**src/rtl/mem_arbiter.sv**
```systemverilog
// Shares one single-port, variable-latency memory between instruction fetch and data access.
// Data is served before instruction, and Stall holds the pipeline until both are done.
module mem_arbiter #(
  parameter int AW = 32,
  parameter int DW = 32,
  parameter int CW = 32
) (
  input  logic          clk,
  input  logic          rst,
  input  logic          IReq,
  input  logic [AW-1:0] IAddr,
  output logic [DW-1:0] IRdata,
  input  logic          DRead,
  input  logic          DWrite,
  input  logic [AW-1:0] DAddr,
  input  logic [DW-1:0] DWdata,
  output logic [DW-1:0] DRdata,
  output logic          Stall,
  output logic          MemReq,
  output logic          MemWe,
  output logic [AW-1:0] MemAddr,
  output logic [DW-1:0] MemWdata,
  input  logic [DW-1:0] MemRdata,
  input  logic          MemAck,
  output logic [CW-1:0] StallCount
);

  typedef enum logic [1:0] {IDLE, DATA, INST, RELEASE} stateT;

  stateT state;
  logic  dDone;
  logic  iDone;
  logic  dReqV;

  assign dReqV = DRead | DWrite;
  assign Stall = (state != RELEASE) && ((dReqV && !dDone) || (IReq && !iDone));

  // Memory-side outputs are registered from the next state, so they are valid for the whole
  // cycle the FSM spends in DATA or INST and are zero everywhere else.
  always_ff @(posedge clk) begin
    if (rst) begin
      state      <= IDLE;
      dDone      <= 1'b0;
      iDone      <= 1'b0;
      IRdata     <= '0;
      DRdata     <= '0;
      StallCount <= '0;
      MemReq     <= 1'b0;
      MemWe      <= 1'b0;
      MemAddr    <= '0;
      MemWdata   <= '0;
    end else begin
      if (Stall && (StallCount != {CW{1'b1}})) begin
        StallCount <= StallCount + CW'(1);
      end
      case (state)
        IDLE: begin
          if (dReqV && !dDone) begin
            state    <= DATA;
            MemReq   <= 1'b1;
            MemWe    <= DWrite;
            MemAddr  <= DAddr;
            MemWdata <= DWdata;
          end else if (IReq && !iDone) begin
            state    <= INST;
            MemReq   <= 1'b1;
            MemWe    <= 1'b0;
            MemAddr  <= IAddr;
            MemWdata <= '0;
          end
        end
        DATA: begin
          if (MemAck) begin
            // A simultaneous read+write request behaves as a store and leaves DRdata alone.
            if (DRead && !DWrite) begin
              DRdata <= MemRdata;
            end
            dDone <= 1'b1;
            if (IReq && !iDone) begin
              state    <= INST;
              MemReq   <= 1'b1;
              MemWe    <= 1'b0;
              MemAddr  <= IAddr;
              MemWdata <= '0;
            end else begin
              state    <= RELEASE;
              MemReq   <= 1'b0;
              MemWe    <= 1'b0;
              MemAddr  <= '0;
              MemWdata <= '0;
            end
          end
        end
        INST: begin
          if (MemAck) begin
            IRdata   <= MemRdata;
            iDone    <= 1'b1;
            state    <= RELEASE;
            MemReq   <= 1'b0;
            MemWe    <= 1'b0;
            MemAddr  <= '0;
            MemWdata <= '0;
          end
        end
        RELEASE: begin
          dDone <= 1'b0;
          iDone <= 1'b0;
          state <= IDLE;
        end
        default: begin
          state <= IDLE;
        end
      endcase
    end
  end

endmodule

```
**config.mk**
```make
export PLATFORM = sky130hd
export DESIGN_NAME = mem_arbiter
export DESIGN_NICKNAME = d
export VERILOG_FILES = /design/src/rtl/mem_arbiter.sv
export SDC_FILE = /design/constraint.sdc
export NUM_CORES = 1
export LEC_CHECK = 0
export ABC_CLOCK_PERIOD_IN_PS = 3700
export CAP_MARGIN = 20
export CORE_ASPECT_RATIO = 1.5
export CORE_MARGIN = 2
export CORE_UTILIZATION = 40
export DETAILED_ROUTE_END_ITERATION = 8
export HOLD_SLACK_MARGIN = 0.02
export PLACE_DENSITY = 0.76
export SETUP_SLACK_MARGIN = 0.05
export SYNTH_ARGS = -nofsm -noshare
export SYNTH_HDL_FRONTEND = slang
export SYNTH_SLANG_ARGS = --single-unit
```
**constraint.sdc**
```tcl
create_clock -name clk -period 3.7 [get_ports clk]
set_input_delay 0.74 -clock clk [delete_from_list [all_inputs] [get_ports clk]]
set_output_delay 0.74 -clock clk [all_outputs]
set_load 0.01 [all_outputs]
```
==> flow_metrics.env <==
export IMPL_crit_fanout=9
export IMPL_die_area_sq_um=18400
export IMPL_htreeDepth=4
export IMPL_critPathBufInv=3
export IMPL_post_cts_resized=0
export IMPL_drv_slew=0
export IMPL_cts_tree="done"
export IMPL_hold_class="reg2reg"
export IMPL_drt_first_pass_iters=4
export IMPL_ys_flop_type="dfxtp_1"
export IMPL_dpl_worst_slack_ns=0.299
export IMPL_syn_to_final_growth_pct=52.6
export IMPL_drc=0
export IMPL_crit_reg2reg_launch="StallCount[0]"
export IMPL_antenna_found_initial=0
export IMPL_leakagePower_nw=3.76
export IMPL_fmax_mhz=294
export IMPL_ios=297
export IMPL_synth_cells=814
export IMPL_io_buffers=296
export IMPL_wl_per_cell_um=15.6
export IMPL_rows=58
export IMPL_gp_congestion=0.835
export IMPL_layout_drive_gt1_share_pct=5.96
export IMPL_postSynth_asyncResetShare_pct=0
export IMPL_post_cts_setup_buffer_count=0
export IMPL_fin_setup_tns_ns=0
export IMPL_ir_worst_vdd_v=0.000478
export IMPL_rrSetupSlack_ns=1.20
export IMPL_start_util_pct=41.1
export IMPL_synth_area_per_cell_sq_um=8.50
export IMPL_ys_warnings_count=0
export IMPL_setup_violations=0
export IMPL_final_nets=1220
export IMPL_core_sq_um=16800
export IMPL_grt_pass1_vias=6366
export IMPL_vias=6738
export IMPL_grt_start_max_net_pins=98
export IMPL_cts_root_buf="clkbuf_16"
export IMPL_slew_limit_headroom_pct=32.5
export IMPL_status="finished, final reports clean"
export IMPL_dp_hpwl_mm=14.3
export IMPL_ant_nets=0
export IMPL_synth_nets=955
export IMPL_clockBufferDepth=2
export IMPL_setup_ws_ns=0.299
export IMPL_diodes=0
export IMPL_final_hold_viol_count=0
export IMPL_cpMostUsedCell="clkdlybuf4s50_1"
export IMPL_rsz0062_at_grt="no"
export IMPL_whs_ns=0.450
export IMPL_p_per_area_nw_per_um2=675
export IMPL_clkTransAtPathRegs_ns=0.07
export IMPL_criticalPathCategory="in2out"
export IMPL_yosysSeqAreaShare_pct=48.0
export IMPL_max_cap_violations=0
export IMPL_synth_seq_cells=166
export IMPL_drt_total_wl_mm=20.3
export IMPL_grt_overflow=0
export IMPL_post_route_util_pct=62.7
export IMPL_worst_pin_slew_ns=1.01
export IMPL_finalClockSkew_ns=0.0109
export IMPL_synth_edf_count=0
export IMPL_finalCritPeriodShare_pct=91.9
export IMPL_cts_buffers=17
export IMPL_clock_sinks=166
export IMPL_path_cells="clkdlybuf4s50_1, o21bai_4, a21o_1, inv_1, clkdlybuf4s50_1"
export IMPL_slowest_stage="clkdlybuf4s50_1"
export IMPL_crit_start="DWrite"
export IMPL_mappedNetlistArea_sq_um=6920
export IMPL_ctsHoldBuffers=0
export IMPL_grt_pass1_wl_mm=31.9
export IMPL_cp_end_kind="output port"
export IMPL_clkLatencyLatePin_ns=0.43
export IMPL_startpoint_type="input pin"
export IMPL_fp_dieH_um=165
export IMPL_synthDistinctLibCells=54
export IMPL_max_stage_delay_ns=0.52
export IMPL_viasPerCell=5.18
export IMPL_track_usage_pct=21.4
export IMPL_fp_dieW_um=111
export IMPL_period_needed_ns=3.40
export IMPL_hold_path_startpoint="MemWdata[18]"
export IMPL_worstPathArrival_ns=2.66
export IMPL_required_ns=2.96
export IMPL_drt_first_iter_violations=373
export IMPL_cp_top_family="buffers and inverters"
placed cells by master (no fill, tap or decap), drive strengths merged, types with 3 or more instances in the layout:
cell | synthesis | final
buf | 13 | 12
nor3 | 5 | 5
mux2 | 6 | 6
clkbuf | 48 | 18
a2bb2oi | 32 | 32
clkdlybuf4s50 | 0 | 295
o211ai | 3 | 3
a21oi | 115 | 115
o31ai | 9 | 9
nor2b | 6 | 6
inv | 8 | 14
or3 | 5 | 5
clkinv | 0 | 4
nor4 | 4 | 4
and2 | 3 | 3
nand3 | 41 | 41
or4 | 11 | 11
nand2 | 177 | 177
o21ai | 7 | 7
mux2i | 36 | 36
and4 | 5 | 5
nor2 | 63 | 63
ha | 7 | 7
xor2 | 4 | 4
dfxtp | 166 | 166
nand4 | 9 | 9
a211oi | 3 | 3
xnor2 | 7 | 7
layout make-up:
cell class | count | area (sq um)
fill | 1486 | 6280
sequential | 166 | 3320
multi-input combinational | 579 | 3310
timing repair buffer | 307 | 3060
clock buffer | 18 | 429
tap | 210 | 263
clock inverter | 13 | 146
inverter | 8 | 30.0
per-stage QoR:
step	instance area [sq um]	cells	power [mW]
global placement	9980	1270	5.39
global route	10600	1301	7.56
detailed placement	9980	1270	5.44
finish	10600	1301	7.13
floorplan	6920	814	4.21
CTS	10600	1301	7.22
routing by layer:
layer | part of all wire [%] | vias up | GRT usage, %
li1 | - | 3343 | -
met1 | 38 | 3145 | 23.6
met2 | 53 | 213 | 38.7
met3 | 5.8 | 37 | 5.95
met4 | 2.8 | 0 | 9.32
met5 | 0 | - | 0
worst register-to-register path, cell delays in order (launching register included):
cell	delay, ns
dfxtp_1	0.42
ha_1	0.21
nand3_1	0.37
or4_1	0.71
nor4_4	0.38
a21oi_1	0.12
a31o_1	0.19
flip-flops by register name (all words and copies together), names as in the netlist:
signal / cells
MemWdata: 32
DRdata: 32
iDone: 1
MemAddr: 32
IRdata: 32
StallCount: 32
state: 2
dDone: 1
MemReq: 1
MemWe: 1
where the power goes:
group	internal (mW)	leakage, nW	switching (mW)
clock network	1.00	0.284	0.749
logic	1.50	2.13	1.55
registers	2.15	1.35	0.189
worst paths after layout:
check | to | depth (start not counted)
max | Stall | 5
min | MemWdata[18] | 2
max reg2reg | StallCount[22] | 6
min reg2reg | MemWdata[18] | 2
cell usage after synthesis, drive strengths merged (2+ instances only):
| library cell | number | share of area, % |
|---|---|---|
| a21oi | 115 | 8.3 |
| nand4 | 9 | 1.1 |
| a22oi | 2 | 0.22 |
| buf | 13 | 1.2 |
| a2bb2oi | 32 | 4.1 |
| nand2 | 177 | 9.6 |
| clkbuf | 48 | 2.6 |
| dfxtp | 166 | 48 |
| o21ai | 7 | 0.51 |
| and3 | 2 | 0.18 |
| nor4 | 4 | 0.89 |
| a31o | 2 | 0.25 |
| xor2 | 4 | 0.51 |
| or3 | 5 | 0.47 |
| ha | 7 | 1.3 |
| nor2b | 6 | 0.54 |
| xnor2 | 7 | 0.89 |
| nor2 | 63 | 3.4 |
| mux2 | 6 | 1.0 |
| nor3 | 5 | 0.36 |
| o31ai | 9 | 0.98 |
| inv | 8 | 0.43 |
| mux2i | 36 | 5.2 |
| and4 | 5 | 0.74 |
| or4 | 11 | 1.2 |
| nand3 | 41 | 3.0 |
| nand2b | 2 | 0.18 |
| a31oi | 2 | 0.18 |
| o211ai | 3 | 0.33 |
| and2 | 3 | 0.27 |
| a211oi | 3 | 0.33 |
cells by family (layout without fill, tap and decap cells):
group,count (synthesis),after routing,share of synthesized area [%]
AND/OR/NAND/NOR,337,337,22.5
AO/OA/AOI/OAI,182,182,16.3
flip-flops,166,166,48.0
buffers and inverters,69,346,4.29
multiplexers,42,42,6.24
XOR/XNOR,11,11,1.39
adder cells (fa/ha/maj),7,7,1.27
No activity file was read; power rests on OpenSTA's default activity.
